[src/rtl/lsu_mem_ctrl.sv]
// lsu_mem_ctrl: load/store controller between the MEM stage and a word-wide
// data memory (asynchronous read, synchronous write).
//
// Byte/half/word requests arrive on a valid/ready handshake. Sub-word stores
// become read-modify-write sequences. Loads are aligned, then sign- or
// zero-extended. Every request, including a rejected one, ends with a
// one-cycle rsp_valid pulse.
//
// Optional feature macro: LSU_MISALIGN_SPLIT_EN
//   defined   : requests crossing a word boundary are split into two word
//               accesses (states RD1/WR1 present).
//   undefined : crossing requests are rejected with rsp_err at T+1.
//
// Ports
//   clk, rst_n    clock (rising edge), asynchronous active-low reset
//   req_valid     request present
//   req_ready     controller can accept (IDLE only)
//   req_we        1 = store, 0 = load
//   req_size      00 byte, 01 half, 10 word, 11 illegal
//   req_unsigned  load zero-extends when 1
//   req_addr      byte address, little-endian
//   req_wdata     store data, LSB-justified
//   rsp_valid     one-cycle completion pulse, no back-pressure
//   rsp_rdata     load result (0 for stores and errors), held until next RESP
//   rsp_err       request rejected, held until next RESP
//   mem_we        memory write enable
//   mem_addr      memory address {word_index, 2'b00}
//   mem_wdata     memory write data
//   mem_rdata     memory read data, combinational from mem_addr
//
// Handshake: a request transfers in the cycle where req_valid && req_ready
// are both high; all req_* fields are sampled on that clock edge and need not
// be held afterwards. rsp_valid is a single-cycle pulse that is not stalled.
module lsu_mem_ctrl #(
  parameter int MEM_WORDS = 64
) (
  input  logic        clk,
  input  logic        rst_n,
  input  logic        req_valid,
  output logic        req_ready,
  input  logic        req_we,
  input  logic [1:0]  req_size,
  input  logic        req_unsigned,
  input  logic [31:0] req_addr,
  input  logic [31:0] req_wdata,
  output logic        rsp_valid,
  output logic [31:0] rsp_rdata,
  output logic        rsp_err,
  output logic        mem_we,
  output logic [31:0] mem_addr,
  output logic [31:0] mem_wdata,
  input  logic [31:0] mem_rdata
);

`ifdef LSU_MISALIGN_SPLIT_EN
  localparam int SPAN = 64;
`else
  localparam int SPAN = 32;
`endif
  localparam logic [31:0] MEM_LIMIT = 32'(MEM_WORDS);

  typedef enum logic [2:0] {
    S_IDLE = 3'd0,
    S_RD0  = 3'd1,
    S_WR0  = 3'd2,
`ifdef LSU_MISALIGN_SPLIT_EN
    S_RD1  = 3'd3,
    S_WR1  = 3'd4,
`endif
    S_RESP = 3'd5
  } state_t;

  state_t state, state_d;

  logic        ready_q;
  logic        we_q;
  logic        uns_q;
  logic [1:0]  size_q;
  logic [1:0]  off_q;
  logic [29:0] w0_q;
  logic [31:0] wdata_q;
  logic [31:0] buf0_q;
  logic [31:0] rsp_rdata_q;
  logic        rsp_err_q;
`ifdef LSU_MISALIGN_SPLIT_EN
  logic        cross_q;
  logic [31:0] buf1_q;
  logic [29:0] w1;
`endif

  // Accept-time decode
  logic        accept;
  logic [2:0]  n_in;
  logic        cross_in;
  logic        oor0;
  logic        err_in;
  logic        full_word_in;

  assign accept       = req_valid && req_ready;
  assign oor0         = {2'b00, req_addr[31:2]} >= MEM_LIMIT;
  assign cross_in     = ({1'b0, req_addr[1:0]} + n_in) > 3'd4;
  assign full_word_in = (req_size == 2'b10) && (req_addr[1:0] == 2'b00);

  always_comb begin
    n_in = 3'd0;
    case (req_size)
      2'b00:   n_in = 3'd1;
      2'b01:   n_in = 3'd2;
      2'b10:   n_in = 3'd4;
      default: n_in = 3'd0;
    endcase
  end

`ifdef LSU_MISALIGN_SPLIT_EN
  assign err_in = (req_size == 2'b11) || oor0 ||
                  (cross_in && (({2'b00, req_addr[31:2]} + 32'd1) >= MEM_LIMIT));
  assign w1     = w0_q + 30'd1;
`else
  assign err_in = (req_size == 2'b11) || oor0 || cross_in;
`endif

  // Byte lane merge/extract over the word pair {word1, word0}
  logic [31:0]     bmask;
  logic [4:0]      sh;
  logic [31:0]     cur0;
  logic [SPAN-1:0] old_span;
  logic [SPAN-1:0] mask_span;
  logic [SPAN-1:0] data_span;
  logic [SPAN-1:0] merged;
  logic [SPAN-1:0] load_span;
  logic [31:0]     load_raw;
  logic [31:0]     load_val;

  always_comb begin
    bmask = 32'h0;
    case (size_q)
      2'b00:   bmask = 32'h0000_00FF;
      2'b01:   bmask = 32'h0000_FFFF;
      2'b10:   bmask = 32'hFFFF_FFFF;
      default: bmask = 32'h0;
    endcase
  end

  assign sh = {off_q, 3'b000};

  // The word being read this cycle is not in a buffer yet, so the load
  // result is formed from mem_rdata directly on the edge entering RESP.
  assign cur0 = (state == S_RD0) ? mem_rdata : buf0_q;

`ifdef LSU_MISALIGN_SPLIT_EN
  logic [31:0] cur1;
  assign cur1      = (state == S_RD1) ? mem_rdata : buf1_q;
  assign old_span  = {buf1_q, buf0_q};
  assign load_span = {cur1, cur0};
`else
  assign old_span  = buf0_q;
  assign load_span = cur0;
`endif

  // For an aligned word store buf0_q is never read; the mask covers all of
  // word 0, so its stale contents do not reach mem_wdata.
  assign mask_span = SPAN'(bmask) << sh;
  assign data_span = SPAN'(wdata_q) << sh;
  assign merged    = (old_span & ~mask_span) | (data_span & mask_span);
  assign load_raw  = 32'(load_span >> sh);

  always_comb begin
    load_val = load_raw;
    case (size_q)
      2'b00:   load_val = {{24{~uns_q & load_raw[7]}}, load_raw[7:0]};
      2'b01:   load_val = {{16{~uns_q & load_raw[15]}}, load_raw[15:0]};
      default: load_val = load_raw;
    endcase
  end

  // Next-state logic
  always_comb begin
    state_d = state;
    case (state)
      S_IDLE: begin
        if (accept) begin
          if (err_in)                      state_d = S_RESP;
          else if (req_we && full_word_in) state_d = S_WR0;
          else                             state_d = S_RD0;
        end
      end
`ifdef LSU_MISALIGN_SPLIT_EN
      S_RD0:  state_d = we_q ? S_WR0 : (cross_q ? S_RD1 : S_RESP);
      S_WR0:  state_d = cross_q ? S_RD1 : S_RESP;
      S_RD1:  state_d = we_q ? S_WR1 : S_RESP;
      S_WR1:  state_d = S_RESP;
`else
      S_RD0:  state_d = we_q ? S_WR0 : S_RESP;
      S_WR0:  state_d = S_RESP;
`endif
      S_RESP: state_d = S_IDLE;
      default: state_d = S_IDLE;
    endcase
  end

  // State and datapath registers
  always_ff @(posedge clk or negedge rst_n) begin
    if (!rst_n) begin
      state       <= S_IDLE;
      ready_q     <= 1'b0;
      we_q        <= 1'b0;
      uns_q       <= 1'b0;
      size_q      <= 2'b00;
      off_q       <= 2'b00;
      w0_q        <= 30'd0;
      wdata_q     <= 32'h0;
      buf0_q      <= 32'h0;
      rsp_rdata_q <= 32'h0;
      rsp_err_q   <= 1'b0;
`ifdef LSU_MISALIGN_SPLIT_EN
      cross_q     <= 1'b0;
      buf1_q      <= 32'h0;
`endif
    end else begin
      state   <= state_d;
      // Holds req_ready low through the first cycle after reset release.
      ready_q <= 1'b1;
      if (accept) begin
        we_q    <= req_we;
        uns_q   <= req_unsigned;
        size_q  <= req_size;
        off_q   <= req_addr[1:0];
        w0_q    <= req_addr[31:2];
        wdata_q <= req_wdata;
`ifdef LSU_MISALIGN_SPLIT_EN
        cross_q <= cross_in;
`endif
      end
      if (state == S_RD0) buf0_q <= mem_rdata;
`ifdef LSU_MISALIGN_SPLIT_EN
      if (state == S_RD1) buf1_q <= mem_rdata;
`endif
      // Entering RESP straight from IDLE only happens for a rejected request.
      if (state_d == S_RESP && state != S_RESP) begin
        rsp_err_q   <= (state == S_IDLE);
        rsp_rdata_q <= ((state == S_IDLE) || we_q) ? 32'h0 : load_val;
      end
    end
  end

  // Outputs
  assign req_ready = ready_q && (state == S_IDLE);
  assign rsp_valid = (state == S_RESP);
  assign rsp_rdata = rsp_rdata_q;
  assign rsp_err   = rsp_err_q;

  always_comb begin
    mem_we    = 1'b0;
    mem_addr  = 32'h0;
    mem_wdata = 32'h0;
    case (state)
      S_RD0: mem_addr = {w0_q, 2'b00};
      S_WR0: begin
        mem_we    = 1'b1;
        mem_addr  = {w0_q, 2'b00};
        mem_wdata = merged[31:0];
      end
`ifdef LSU_MISALIGN_SPLIT_EN
      S_RD1: mem_addr = {w1, 2'b00};
      S_WR1: begin
        mem_we    = 1'b1;
        mem_addr  = {w1, 2'b00};
        mem_wdata = merged[63:32];
      end
`endif
      default: ;
    endcase
  end

endmodule
[config.mk]
export PLATFORM = sky130hd
export DESIGN_NAME = lsu_mem_ctrl
export DESIGN_NICKNAME = d
export VERILOG_FILES = /design/src/rtl/lsu_mem_ctrl.sv
export SDC_FILE = /design/constraint.sdc
export NUM_CORES = 1
export LEC_CHECK = 0
export ABC_CLOCK_PERIOD_IN_PS = 7000
export BUFFER_PORTS_ARGS = -buffer_cell sky130_fd_sc_hd__buf_2
export CAP_MARGIN = 20
export CORE_ASPECT_RATIO = 1.5
export CORE_MARGIN = 4
export CORE_UTILIZATION = 57
export DETAILED_ROUTE_END_ITERATION = 12
export GPL_TIMING_DRIVEN = 0
export HOLD_SLACK_MARGIN = 0.02
export PLACE_DENSITY = 0.84
export SETUP_SLACK_MARGIN = 0.15
export SKIP_CTS_REPAIR_TIMING = 1
export SLEW_MARGIN = 0
export SYNTH_ARGS = -nofsm -noshare
export SYNTH_HDL_FRONTEND = slang
export SYNTH_SLANG_ARGS = --single-unit
[constraint.sdc]
create_clock -name clk -period 7 [get_ports clk]
set_input_delay 1.75 -clock clk [delete_from_list [all_inputs] [get_ports clk]]
set_output_delay 1.75 -clock clk [all_outputs]
set_load 0.01 [all_outputs]
Word level (Yosys, flattened, before mapping)
Cells that the tools add are included.
{"block": "word_totals", "regBits": 137, "latchBits": 0, "mem_bits_rw": 0, "romBits": 0, "input_bits": 103, "out_inout_bits": 100, "elab_cells": 60, "mem_count": 0}
{"block": "op_classes", "addsub": 1, "mul": 0, "n_div": 0, "n_lt_le_gt_ge": 2, "eq_ne": 10, "n_shift": 3, "mux": 13, "bitwise_logic": 7, "n_reduce_logical": 13}
{"operator": "two-way mux 32 bit", "n": 4}
{"operator": "one-hot mux 32 bit (3 select lines)", "n": 1}
{"operator": "AND 32 bit", "n": 2}
{"operator": "one-hot mux 32 bit (2 select lines)", "n": 1}
{"operator": "left shift 32 x 5 -> 32 bit", "n": 2}
{"operator": "NOT 32 bit", "n": 1}
{"operator": "OR 32 bit", "n": 1}
{"operator": "right shift 32 x 5 -> 32 bit", "n": 1}
{"operator": "greater-or-equal comparator 30 x 7 -> 1 bit (second input constant)", "n": 1}
{"operator": "one-hot mux 3 bit (3 select lines)", "n": 2}
{"operator": "two-way mux 3 bit", "n": 3}
{"operator": "equality test 2 bit (second input constant)", "n": 3}
{"operator": "equality test 3 bit (second input constant)", "n": 2}
{"operator": "logical NOT 2 bit", "n": 3}
{"operator": "logical AND 1 bit", "n": 5}
{"operator": "equality test 2 x 1 -> 1 bit (second input constant)", "n": 2}
{"operator": "adder 2 x 3 -> 3 bit", "n": 1}
{"operator": "equality test 3 x 1 -> 1 bit (second input constant)", "n": 1}
{"operator": "equality test 3 x 2 -> 1 bit (second input constant)", "n": 1}
{"operator": "greater-than comparator 3 bit (second input constant)", "n": 1}
{"operator": "logical NOT 3 bit", "n": 1}
{"operator": "logical OR 1 bit", "n": 3}
{"operator": "inequality test 3 bit (second input constant)", "n": 1}
{"operator": "AND 1 bit", "n": 2}
{"operator": "4 further kinds", "n": 4}

Longest topological paths before layout
Gate-level depths: netlist of the first run.
{"block": "logic_depth", "word_depth": 10, "mapped_depth": 9, "mapped_depth_nobuf": 7}

Worst setup path after synthesis of the first run
No wires, ideal clock.
{"block": "synth_timing", "kind": "input-to-reg", "start": "input port req_size[1]", "end": "register state[0]", "setup_time_ns": 0.144, "arrival_time_ns": 3.676, "required_time_ns": 6.856, "slack_ns": 3.181, "path_stages": 9, "n_path_buf": 2, "path_cell_list": "nor2_1 -> ha_1 -> fa_1 -> or2_2 -> a211oi_1 -> o21a_1 -> clkbuf_1 -> clkbuf_1 -> o21ai_0"}
{"block": "synth_between", "elab_chain_cells": 8, "word_cells_on_any_way": 15, "cone_classes": "add/sub (1); order compare (1); eq/ne (3); mux (5); reduce/logical (5)"}
{"element": "start: declaration", "line": "42", "rtl": "input logic [1:0] req_size,"}
{"element": "equality test 2 bit (tied with other cells)", "line": "102, 106"}
{"element": "one-hot mux 3 bit (3 select lines)", "line": "106", "rtl": "case (req_size)"}
{"element": "adder 2 x 3 -> 3 bit", "line": "101", "rtl": "assign cross_in = ({1'b0, req_addr[1:0]} + n_in) > 3'd4;"}
{"element": "greater-than comparator 3 bit", "line": "101"}
{"element": "logical OR 1 bit", "line": "119", "rtl": "assign err_in = (req_size == 2'b11) || oor0 || cross_in;"}
{"element": "two-way mux 3 bit (*)", "line": "182", "rtl": "if (err_in) state_d = S_RESP;"}
{"element": "two-way mux 3 bit (*)", "line": "181", "rtl": "if (accept) begin"}
{"element": "one-hot mux 3 bit (3 select lines) (*)", "line": "179", "rtl": "case (state)"}
{"element": "net state_d[0]", "line": "73", "rtl": "state_t state, state_d;"}
{"element": "end signal: assignment", "line": "220", "rtl": "state <= state_d;"}
{"element": "end: declaration", "line": "73"}
Mark *: on every way through the listed nets, which the timed path passes. The rest lies on a longest branch.
A chain may end at the register's enable or synchronous reset.

Final worst setup path of the first run
{"block": "layout_timing", "start": "register off_q[0]", "end": "output port mem_wdata[27]"}
{"block": "layout_between", "elab_chain_cells": 5, "word_cells_on_any_way": 7, "cone_classes": "shift (2); mux (1); bitwise (4)"}
{"element": "start: declaration", "line": "79", "rtl": "logic [1:0] off_q;"}
{"element": "start signal: assignment", "line": "227", "rtl": "off_q <= req_addr[1:0];"}
{"element": "left shift 32 x 5 -> 32 bit", "line": "162", "rtl": "assign mask_span = SPAN'(bmask) << sh;"}
{"element": "NOT 32 bit", "line": "164", "rtl": "assign merged = (old_span & ~mask_span) | (data_span & mask_span);"}
{"element": "AND 32 bit", "line": "164"}
{"element": "OR 32 bit (*)", "line": "164"}
{"element": "two-way mux 32 bit (*)", "line": "256", "rtl": "case (state)"}
{"element": "end: declaration", "line": "51", "rtl": "output logic [31:0] mem_wdata,"}
Mark *: on every way between the ends. The rest lies on a longest branch, timed or not.

==> summary by stage, run 1 <==
Status
The flow ran to the end, and the final reports show no timing, DRC or antenna violations.

Worst setup path
The flop-to-flop setup slack is 4.30 ns. The worst setup path is captured at an output pin. The type of element launching the critical path is a register. In this run the worst path has a maximum fanout of 10. The critical path start-end classification is register to output pin.

The number of stages on the worst setup path is 9. The launching instance or port of the critical path is off_q[0]$_DFFE_PN0P_. The endpoint identified for the worst register-to-register timing path is rsp_rdata[9]$_DFFE_PN0P_. STA puts the critical path data arrival time at 2.91 ns.

The cell depth of the worst flop-to-flop path is 7. The critical path goes through clkbuf_1, clkbuf_1, buf_2, buf_2, a211oi_1, a21oi_1, mux2i_1, nor2_1, buf_2. On the critical path, the stage with the largest delay is an instance of sky130_fd_sc_hd__dfrtp_1. At the worst endpoint, the required time is 5.25 ns. The cell repeated most along the worst path is sky130_fd_sc_hd__buf_2. The kind of cell with the highest combined delay along the critical path is buffers and inverters. The delay of the slowest cell on the worst path is 0.42 ns.

Together, buffers and inverters on the worst path number 5. The beginning of the worst register-to-register path is off_q[0]$_DFFE_PN0P_.

Placement
The number of buffers added on ports is 200. The routability-driven placement congestion ratio is 0.948. Once detailed placement completed, the half-perimeter wirelength came to 17.1 mm.

Detailed routing
The first detailed-routing pass took 5 iterations. The total wire length is 22.8 mm. The via density per instance is 5.84. Summing over every cut layer, the via total after detailed routing is 6,573. After detailed routing, the number of remaining DRC violations is 0.

The per-cell routed wire length is 20.2 um. For this block, the initial DRC count from the detailed router was 399. The detail route stage leaves a number of antenna-violating nets equal to 0.

STA
Timing would allow up to 215 MHz. Clock skew on the completed layout was measured at 0.00918 ns. The number of slew-limit violations in the final report is 0. At the pin with the least slew margin, the transition time is 1.05 ns. The worst relative slew slack is 28.1%. The smallest clock period supported by the final layout is computed as 4.66 ns. Hold timing on the final database bottoms out at a slack of 0.472 ns.

The number of failing hold endpoints at the final stage is 0. The total negative slack is 0 ns. The final setup violation count is 0. Setup repair after global routing left no endpoint under its margin. After layout, the worst path uses 66.5% of the clock period.

Synth
The register area share after synthesis is 47.3%. The number of distinct standard cells referenced by the synthesized netlist is 40. The count of flip-flops with a built-in enable after synthesis is 0.

The synthesized flop and latch total is 137. Sorting the synthesized cells by how often they occur yields 162 x sky130_fd_sc_hd__nand2_1, 137 x sky130_fd_sc_hd__dfrtp_1, 63 x sky130_fd_sc_hd__mux2i_1. After synthesis, the share of flip-flops with an asynchronous set or reset is 100%.

The area fraction of the dominant cell type after synthesis is 47.3%. The dominant cell by count in the synthesized netlist is sky130_fd_sc_hd__nand2_1. For this run, the number of Yosys warnings is 0.

For this run, the leading register cell type out of synthesis is sky130_fd_sc_hd__dfrtp_1. The top cell type by total area after synthesis is sky130_fd_sc_hd__dfrtp_1. The post-synthesis cell area is 7240 sq um. The average instance in the mapped netlist occupies 9.82 sq um. The cell count after synthesis is 737.

By area the synthesized netlist is led by sky130_fd_sc_hd__dfrtp_1 47%, sky130_fd_sc_hd__mux2i_1 8.7%, sky130_fd_sc_hd__nand2_1 8.4%.

Worst hold path
The tightest min-delay check is of the register to register type. The worst hold path endpoint is w0_q[0]$_DFFE_PN0P_. The origin of the worst min-delay path is w0_q[0]$_DFFE_PN0P_. The worst hold path passes through 2 cells.

Global route
The number of antenna violations at the first check in global routing is 0. Across every metal layer, demand over resource in global routing totals 31.8%. Entering global routing, the biggest net connects 83 pins. The first global-routing pass estimated 35.8 mm of wire. The remaining global-route overflow is 0. The number of global-route vias before repair is 6,804.

Floorplan
The number of ports placed on the die boundary is 203. The area of the die is 14,600 sq um. The starting density of the core is 58.2%. The row count is 50. Measured along the x axis, the die boundary spans 100 um. In this run the standard cell core region covers 12,400 sq um.

From bottom edge to top edge, the die measures 146 um.

Cells and area
The number of diodes added for antenna fixing is 0. Of the cells placed in the final design, the portion with a size suffix greater than 1 is 29.6%. The area added between synthesis and finish is 25.7%. The net count of the finished layout is 1,067. The layout has 907 filler cells.

Clock network
The clock sink total is 137. Clock-pin slew was measured on the worst setup and hold paths at 0.06 ns. The clock latency on the worst-skew pair is 0.42 ns.

The number of clock buffers inserted by TritonCTS is 17. The buffer cell driving the clock tree root is sky130_fd_sc_hd__clkbuf_16. TritonCTS built the clock tree. The clock tree synthesis step divided the H-tree into 4 levels. The largest buffer count on any clock path is 2.

Power
Of the total power, combinational logic draws 50.1%. The share of total power in the clock network is 20.1%. In this run the power spent charging and discharging nets is 2.01 mW. The overall power consumption is 4.78 mW. The cell-internal power is 2.77 mW. The peak ir drop on the vdd network is 0.306 mV. The sequential cell fraction of total power is 29.8%. The share of total power consumed by net switching is 42.1%. For this design the ratio of total power to cell area is 525 nW/um^2. For this design the static power due to leakage is 4.61 nW.

Job
The number of max-capacitance violations reported is 0.
==> power groups by stage <==
stage               clock network [mW]  registers [mW]  logic (mW)
CTS                              0.963            1.42        2.37
global placement                     0            1.40        2.26
floorplan                            0            1.36        1.64
global route                     0.997            1.46        2.61
detailed placement                   0            1.42        2.31
finish                           0.961            1.43        2.39
==> layout by cell type, fill, tap and decap left out, drive strengths merged <==
master    count
and2         31
bufinv        4
o2bb2ai      15
clkinvlp      2
dfrtp       137
nor4          6
clkinv        5
conb          3
nand2b       20
a2bb2oi       1
nand3         1
a21oi        20
nor2b        12
a311o         7
nor4b         2
mux4         10
o21ai        33
buf         218
a22o          3
mux2i        63
a311oi        7
o21a          1
inv          37
nand4         1
a22oi         1
nor2         38
mux2         28
nand2       162
or2           2
a211oi       17
nor3b         3
a32o         16
o221ai        1
xnor2         1
ha            5
clkbuf       56
fa            1
==> sequential cells by signal (all words and copies together) (netlist names) <==
register and count:
buf0_q 32, off_q 2, ready_q 1, rsp_err 1, rsp_rdata 32, size_q 2, state 3, uns_q 1
w0_q 30, wdata_q 32, we_q 1
==> worst max-delay path by stage <==
| stage | end |
|---|---|
| global placement | buf0_q[4]$_DFF_PN0_ |
| floorplan | state[0]$_DFF_PN0_ |
| finish | mem_wdata[27] |
| global route | mem_wdata[27] |
| detailed placement | state[0]$_DFF_PN0_ |
| CTS | mem_wdata[27] |
==> cell families (layout without fill, tap and decap cells) <==
kind of cell | count (synthesis) | count (layout) | share of synthesized area (%)
adders and majority gates | 6 | 6 | 1.14
and+or+nand+nor | 278 | 278 | 17.3
AOI/OAI and AO/OA | 122 | 122 | 12.4
buffers and inverters | 90 | 322 | 5.46
other | 2 | 3 | 0.104
DFF | 137 | 137 | 47.3
muxes | 101 | 101 | 16.2
xor gates and xnor gates | 1 | 1 | 0.121
==> metrics by stage <==
stage          area (sq um)  worst slack [ns]  util [%]  cells
6_report               9100              2.34      73.1   1126
3_3_place_gp           8440              2.34      67.8   1094
5_1_grt                9100              2.12      73.1   1126
3_5_place_dp           8470              2.50      68.1   1095
4_1_cts                9100              2.40      73.1   1126
2_1_floorplan          7240              3.18         -    738
==> worst min-delay path, delay by kind of cell (launching register included) <==
family           cells  cell delay, ns
flip-flops           1            0.34
AND/OR/NAND/NOR      2            0.10
==> layout make-up <==
| cell class | count | area (sq um) | area share [%] |
|---|---|---|---|
| sequential | 137 | 3430 | 37.7 |
| timing repair buffer | 201 | 1030 | 11.4 |
| inverter | 37 | 139 | 1.53 |
| clock inverter | 11 | 171 | 1.88 |
| tap | 156 | 195 | 2.14 |
| buffer | 53 | 256 | 2.82 |
| multi-input combinational | 511 | 3420 | 37.6 |
| clock buffer | 20 | 457 | 5.02 |
==> routing by layer <==
metal	track usage, %	vias to the layer above	share of wire [%]
met3	8.03	87	8.3
met4	18.5	0	5.7
li1	-	2967	-
met2	54.5	391	52
met1	35.1	3128	34
met5	0	-	0
No activity file was read; power rests on OpenSTA's default activity.
==> inputs of run 2 (changes only) <==
Settings changed: ABC_CLOCK_PERIOD_IN_PS 7000 to 4700, CORE_UTILIZATION 57 to 53, PLACE_DENSITY 0.84 to 0.79.
Clock period 7 ns to 4.7 ns, I/O delays scaled along.
==> run 2 against run 1 <==
Net effect: core utilization down 5.6 points; cell count rose by 0.62%; count of clock-buffer cells in the layout fell by 3; critical endpoint unchanged; highest routed layer unchanged.
==> summary by stage, run 2 (synthesized netlist as in run 1, its figures left out) <==
Cells and area
The number of fill cells in the layout is 1,059 (was 907). The post-route core utilization is 67.6% (was 73.1%). The final-stage net count is 1,067 (unchanged).

The fraction of layout cells with a size suffix above 1 is 29.8% (was 29.6%). The number of diodes added for antenna fixing is 0 (unchanged). The combined area of the multi-input logic cells is 3420 sq um (unchanged). Top library cells by usage in the layout, fill and taps aside: 203 x sky130_fd_sc_hd__buf_2, 162 x sky130_fd_sc_hd__nand2_1, 137 x sky130_fd_sc_hd__dfrtp_1, 63 x sky130_fd_sc_hd__mux2i_1, 38 x sky130_fd_sc_hd__nor2_1 (unchanged).

The commonest non-fill, non-tap cell in the layout is sky130_fd_sc_hd__buf_2 (unchanged). The post-route cell area came to 9100 sq um (about the same). The area added between synthesis and finish is 25.7% (about the same). The final instance count without filler cells was 1,133 (was 1,126).

The total area of sequential cells came to 3430 sq um (unchanged).

Worst hold path
The worst hold path cell count is 2 (unchanged). The origin of the worst min-delay path is w0_q[2]$_DFFE_PN0P_ (was w0_q[0]$_DFFE_PN0P_). The worst hold path endpoint is w0_q[2]$_DFFE_PN0P_ (was w0_q[0]$_DFFE_PN0P_). The type of the most critical hold path is register to register (unchanged).

Placement
The half-perimeter wire length after placement is 17.1 mm (about the same). The post-placement cell area is 8480 sq um (was 8470 sq um). The routability-driven placement congestion ratio is 0.920 (was 0.948).

The number of buffers added on ports is 200 (unchanged). The pre-CTS setup slack is 0.798 ns (was 2.50 ns). The number of placed instances, taps included is 1,101 (was 1,095).

Worst setup path
The type of element capturing the critical path is an output pin (unchanged). The destination of the worst register-to-register timing path was rsp_rdata[14]$_DFFE_PN0P_ (was rsp_rdata[9]$_DFFE_PN0P_). The beginning of the worst register-to-register path is off_q[0]$_DFFE_PN0P_ (unchanged). The cell depth of the worst flop-to-flop path is 7 (unchanged).

The type of element launching the critical path is a register (unchanged). The largest fanout on the critical path is 10 (unchanged). The critical path start-end classification is register to output pin (unchanged).

The required time reported for the critical path endpoint is 3.52 ns (was 5.25 ns). The worst endpoint data arrival time is 2.89 ns (was 2.91 ns). The flop-to-flop setup slack came to 2.07 ns (was 4.30 ns). The launching instance or port of the critical path is off_q[0]$_DFFE_PN0P_ (unchanged).

Floorplan
The die outline width was 103 um (was 100 um). The die height is 151 um (was 146 um). The area inside the core boundary is 13,500 sq um (was 12,400 sq um). The starting density of the core is 53.8% (was 58.2%). The area of the die is 15,600 sq um (was 14,600 sq um). The number of ports placed on the die boundary was 203 (unchanged).

The row count is 52 (was 50).

STA
Unrepaired setup endpoints after global routing: no (unchanged). The total negative slack is 0 ns (unchanged). The setup skew after layout is 0.0115 ns (was 0.00918 ns). For the finished layout, the period the worst path requires is 4.06 ns. The worst hold slack across all endpoints came to 0.473 ns (was 0.472 ns). The worst path uses 86.5% of the clock period. The setup slack after layout is 0.635 ns (was 2.34 ns). The number of failing hold endpoints at the final stage is 0 (unchanged). Static timing analysis puts the maximum clock frequency at 246 MHz. The final setup violation count was 0 (unchanged). The number of slew-limit violations in the final report is 0 (unchanged). The slew at the pin closest to its max-slew limit came to 1.05 ns (about the same).

The worst relative slew slack is 27.7% (was 28.1%).

Clock network
The buffer cell driving the clock tree root was sky130_fd_sc_hd__clkbuf_16 (unchanged). The deepest level of the CTS H-tree was 4 (unchanged). The largest buffer count on any clock path is 2 (unchanged).

The clock sink total came to 137 (unchanged). The clock latency on the worst-skew pair is 0.43 ns (was 0.42 ns). The number of clock buffers inserted by TritonCTS is 17 (unchanged). The clock tree from TritonCTS is done (unchanged).

The clock transition at the registers of the reported paths is 0.06 ns (about the same).

Detailed routing
The count of nets left with antenna violations after detail routing was 0 (unchanged). The per-cell routed wire length is 19.4 um (was 20.2 um). The number of design-rule violations left by the first detailed-router iteration is 332 (was 399). The via density per instance was 5.65 (was 5.84). The number of detailed-routing iterations run before antenna repair is 7 (was 5). The number of remaining DRC errors was 0 (unchanged). The detailed-route via count came to 6,402 (was 6,573). The total wire length is 22.0 mm (was 22.8 mm).

Global route
The global-route usage over all layers came to 29.1% (was 31.8%). The wire length of the first global-routing pass is 34.3 mm (was 35.8 mm). The remaining global-route overflow is 0 (unchanged). The number of antenna violations at the first check in global routing was 0 (unchanged).

The pin count of the biggest net entering global routing came to 83 (unchanged). The number of global-route vias before repair is 6,613 (was 6,804).

Power
The peak ir drop on the vdd network was 0.421 mV (was 0.306 mV). The overall power consumption came to 7.05 mW (was 4.78 mW). The static leakage is 4.60 nW (was 4.61 nW). The power per unit of standard cell area is 775 nW/um^2 (was 525 nW/um^2).

Job
The number of max-capacitance violations reported is 0 (unchanged).

Status
Run status: complete, no violations (unchanged).
run 2: metal layers:
| layer | wire length (um) | global-route usage [%] | up-vias |
|---|---|---|---|
| li1 | - | - | 2974 |
| met2 | 11500 | 50.3 | 286 |
| met4 | 894 | 13.2 | 0 |
| met1 | 8050 | 33.4 | 3082 |
| met3 | 1540 | 7.33 | 60 |
| met5 | 0 | 0 | - |
run 2: critical path, cell delays in order (launching register included):
cell and delay (ns):
sky130_fd_sc_hd__dfrtp_1 0.44, sky130_fd_sc_hd__clkbuf_1 0.33, sky130_fd_sc_hd__clkbuf_1 0.41, sky130_fd_sc_hd__buf_2 0.27, sky130_fd_sc_hd__buf_2 0.29, sky130_fd_sc_hd__a211oi_1 0.13
sky130_fd_sc_hd__a21oi_1 0.15, sky130_fd_sc_hd__mux2i_1 0.08, sky130_fd_sc_hd__nor2_1 0.19, sky130_fd_sc_hd__buf_2 0.16
run 2: worst max path at each step:
stage          slack, ns  cells after the start                  end
3_3_place_gp        0.60                      1  buf0_q[4]$_DFF_PN0_
6_report            0.64                      9        mem_wdata[27]
5_1_grt             0.42                     10        mem_wdata[15]
3_5_place_dp        0.80                     10   state[0]$_DFF_PN0_
2_1_floorplan       1.46                      9   state[0]$_DFF_PN0_
4_1_cts             0.70                      9        mem_wdata[27]
run 2: power by group:
group | leakage (nW) | internal (mW) | total (mW) | switching [mW]
clock network | 0.297 | 0.846 | 1.41 | 0.561
registers | 1.69 | 1.73 | 2.12 | 0.389
logic | 2.62 | 1.48 | 3.53 | 2.05
run 2: cell type report:
class,count,area share [%]
sequential,137,37.7
clock inverter,15,2.10
clock buffer,17,4.68
inverter,37,1.53
tap,162,2.23
timing repair buffer,201,11.4
multi-input combinational,511,37.6
buffer,53,2.82
==> inputs of run 3 (changes only) <==
Settings changed: REMOVE_ABC_BUFFERS set to 1.
==> run 3 against run 2 <==
Net effect: worst setup slack worse by 0.15 ns; maximum frequency fell by 3.6%; die area did not move; sequential power barely moved; cell area fell by 0.98%; clock power fell by 8%; critical path type unchanged; largest power group unchanged; hold slack got worse by 0.0090 ns.
==> summary by stage, run 3 (synthesized netlist as in run 1, its figures left out) <==
Status
Run status: complete, no violations (unchanged).

Power
The combinational cell fraction of total power is 49.0% (was 50.0%). The net switching power figure was 2.78 mW (was 3.00 mW). The static leakage is 4.55 nW (was 4.60 nW). The sequential cell fraction of total power was 31.7% (was 30.0%). The power per unit of standard cell area is 751 nW/um^2 (was 775 nW/um^2). The overall power consumption is 6.77 mW (was 7.05 mW). The cell-internal power came to 3.98 mW (was 4.05 mW). The share of total power consumed by net switching is 41.1% (was 42.5%). The peak ir drop on the vdd network came to 0.436 mV (was 0.421 mV).

The share of total power in the clock network was 19.2% (was 20.0%).

Worst setup path
The number of buffers and inverters on the critical path came to 2 (was 5). The cell depth of the worst flop-to-flop path is 6 (was 7). The largest fanout on the critical path is 32 (was 10). The required time reported for the critical path endpoint came to 3.52 ns (about the same). The delay of the slowest cell on the worst path came to 0.75 ns (was 0.44 ns). Cell-by-cell trace of the critical path: clkinvlp_4, and2_1, a211oi_1, buf_2 (was clkbuf_1, clkbuf_1, buf_2, buf_2, a211oi_1, a21oi_1, mux2i_1, nor2_1, buf_2). The type of element capturing the critical path is an output pin (unchanged).

The critical path start-end classification is register to output pin (unchanged). The destination of the worst register-to-register timing path was rsp_rdata[19]$_DFFE_PN0P_ (was rsp_rdata[14]$_DFFE_PN0P_). The last element of the critical path was mem_wdata[14] (was mem_wdata[27]). The slowest cell on the critical path is sky130_fd_sc_hd__dfrtp_2 (was sky130_fd_sc_hd__dfrtp_1).

The worst endpoint data arrival time is 3.04 ns (was 2.89 ns). The number of stages on the worst setup path is 4 (was 9). The family of cells with the greatest summed delay on the critical path is buffers and inverters (unchanged). The beginning of the worst register-to-register path was off_q[0]$_DFFE_PN0P_ (unchanged). The type of element launching the critical path is a register (unchanged).

The flop-to-flop setup slack is 1.64 ns (was 2.07 ns). The launching instance or port of the critical path is off_q[1]$_DFFE_PN0P_ (was off_q[0]$_DFFE_PN0P_).

Detailed routing
The per-cell routed wire length is 17.9 um (was 19.4 um). The detailed-route via count is 6,012 (was 6,402). The number of remaining DRC errors is 0 (unchanged).

The total wire length was 19.5 mm (was 22.0 mm). The number of design-rule violations left by the first detailed-router iteration came to 270 (was 332). The via density per instance is 5.52 (was 5.65).

The count of nets left with antenna violations after detail routing is 0 (unchanged). The number of detailed-routing iterations run before antenna repair came to 7 (unchanged).

Cells and area
The commonest non-fill, non-tap cell in the layout is sky130_fd_sc_hd__buf_2 (unchanged). The final-stage net count is 1,024 (was 1,067). The post-route core utilization is 66.9% (was 67.6%). Top library cells by usage in the layout, fill and taps aside: 199 x sky130_fd_sc_hd__buf_2, 161 x sky130_fd_sc_hd__nand2_1, 135 x sky130_fd_sc_hd__dfrtp_1, 63 x sky130_fd_sc_hd__mux2i_1, 38 x sky130_fd_sc_hd__nor2_1 (was 203 x sky130_fd_sc_hd__buf_2, 162 x sky130_fd_sc_hd__nand2_1, 137 x sky130_fd_sc_hd__dfrtp_1, 63 x sky130_fd_sc_hd__mux2i_1, 38 x sky130_fd_sc_hd__nor2_1). The post-route cell area is 9010 sq um (was 9100 sq um). The number of diodes added for antenna fixing is 0 (unchanged).

The fraction of layout cells with a size suffix above 1 is 31.6% (was 29.8%). The area added between synthesis and finish is 24.4% (was 25.7%). The number of fill cells in the layout is 1,101 (was 1,059). The final instance count without filler cells is 1,090 (was 1,133).

Clock network
The deepest level of the CTS H-tree was 4 (unchanged). The clock transition at the registers of the reported paths is 0.06 ns (about the same). The number of clock buffers inserted by TritonCTS is 17 (unchanged). The buffer cell driving the clock tree root is sky130_fd_sc_hd__clkbuf_16 (unchanged). The clock sink total was 137 (unchanged).

The largest buffer count on any clock path is 2 (unchanged). The clock tree from TritonCTS is done (unchanged). The clock latency on the worst-skew pair is 0.42 ns (was 0.43 ns).

Placement
The routability-driven placement congestion ratio is 0.880 (was 0.920). The number of placed instances, taps included is 1,056 (was 1,101). The pre-CTS setup slack came to 0.527 ns (was 0.798 ns).

The post-placement cell area is 8390 sq um (was 8480 sq um). The number of buffers added on ports is 200 (unchanged). The half-perimeter wire length after placement came to 14.4 mm (was 17.1 mm).

Global route
The met2 demand-to-capacity share in global routing is 43.9% (was 50.3%). The wire length of the first global-routing pass came to 31.2 mm (was 34.3 mm). The met1 global-route usage came to 30.5% (was 33.4%). The global routing's busiest layer is met2 (unchanged). The number of global-route vias before repair came to 6,265 (was 6,613). The remaining global-route overflow was 0 (unchanged). The pin count of the biggest net entering global routing is 74 (was 83).

The global-route met3 utilization is 7.56% (was 7.33%). The number of antenna violations at the first check in global routing is 0 (unchanged). The global-route usage over all layers is 26.2% (was 29.1%).

STA
The setup skew after layout is 0.0101 ns (was 0.0115 ns). The peak clock frequency supported by timing is 237 MHz (was 246 MHz). The total negative slack was 0 ns (unchanged). The final setup violation count was 0 (unchanged). The clock period minus worst slack is 4.22 ns (was 4.06 ns). The worst hold slack across all endpoints is 0.464 ns (was 0.473 ns). The worst relative slew slack is 34.5% (was 27.7%). The slew at the pin closest to its max-slew limit was 0.980 ns (was 1.05 ns). The setup slack after layout came to 0.483 ns (was 0.635 ns). The number of slew-limit violations in the final report came to 0 (unchanged).

Unrepaired setup endpoints after global routing: no (unchanged). The number of failing hold endpoints at the final stage is 0 (unchanged). The portion of the clock cycle consumed by the worst path in the final layout is 89.7% (was 86.5%).

Job
The number of max-capacitance violations reported came to 0 (unchanged).

Floorplan
The area of the die is 15,600 sq um (unchanged). The row count is 52 (unchanged). The number of ports placed on the die boundary is 203 (unchanged). The die outline width is 103 um (unchanged). The starting density of the core is 53.8% (unchanged). The die height is 151 um (unchanged).

The area inside the core boundary is 13,500 sq um (unchanged).

Worst hold path
The type of the most critical hold path is register to register (unchanged).
run 3: power by group through the flow:
stage	clock [mW]	sequential [mW]	combinational (mW)
floorplan	0	2.11	2.24
detailed placement	0	2.16	3.30
CTS	1.32	2.14	3.32
global placement	0	2.19	3.10
finish	1.30	2.15	3.32
global route	1.37	2.23	3.69
run 3: area by class of cell:
| type | count | area [sq um] | area share (%) |
|---|---|---|---|
| Multi-Input combinational cell | 511 | 3430 | 38.1 |
| Sequential cell | 137 | 3430 | 38.1 |
| Timing Repair Buffer | 211 | 1220 | 13.5 |
| Clock buffer | 20 | 467 | 5.18 |
| Tap cell | 162 | 203 | 2.25 |
| Inverter | 37 | 143 | 1.58 |
| Clock inverter | 12 | 116 | 1.29 |
run 3: worst min path at each step:
stage | startpoint | endpoint | slack [ns] | depth (start not counted)
floorplan | w0_q[0]$_DFFE_PN0P_ | w0_q[0]$_DFFE_PN0P_ | 0.44 | 2
finish | w0_q[3]$_DFFE_PN0P_ | w0_q[3]$_DFFE_PN0P_ | 0.46 | 2
detailed placement | wdata_q[24]$_DFFE_PN0P_ | wdata_q[24]$_DFFE_PN0P_ | 0.45 | 2
CTS | wdata_q[24]$_DFFE_PN0P_ | wdata_q[24]$_DFFE_PN0P_ | 0.47 | 2
global placement | w0_q[5]$_DFFE_PN0P_ | w0_q[5]$_DFFE_PN0P_ | 0.45 | 2
global route | w0_q[3]$_DFFE_PN0P_ | w0_q[3]$_DFFE_PN0P_ | 0.48 | 2
run 3: worst min-delay path: cells and delay by family, from the launching register on:
family | cells | cell delay (ns)
flip-flops | 1 | 0.33
AND/OR/NAND/NOR | 2 | 0.10
run 3: metal layers:
| layer | up-vias | share of wire, % | wire (um) |
|---|---|---|---|
| met4 | 0 | 3.4 | 665 |
| met3 | 44 | 6.9 | 1340 |
| met2 | 209 | 51 | 10000 |
| li1 | 2885 | - | - |
| met5 | - | 0 | 0 |
| met1 | 2874 | 38 | 7460 |
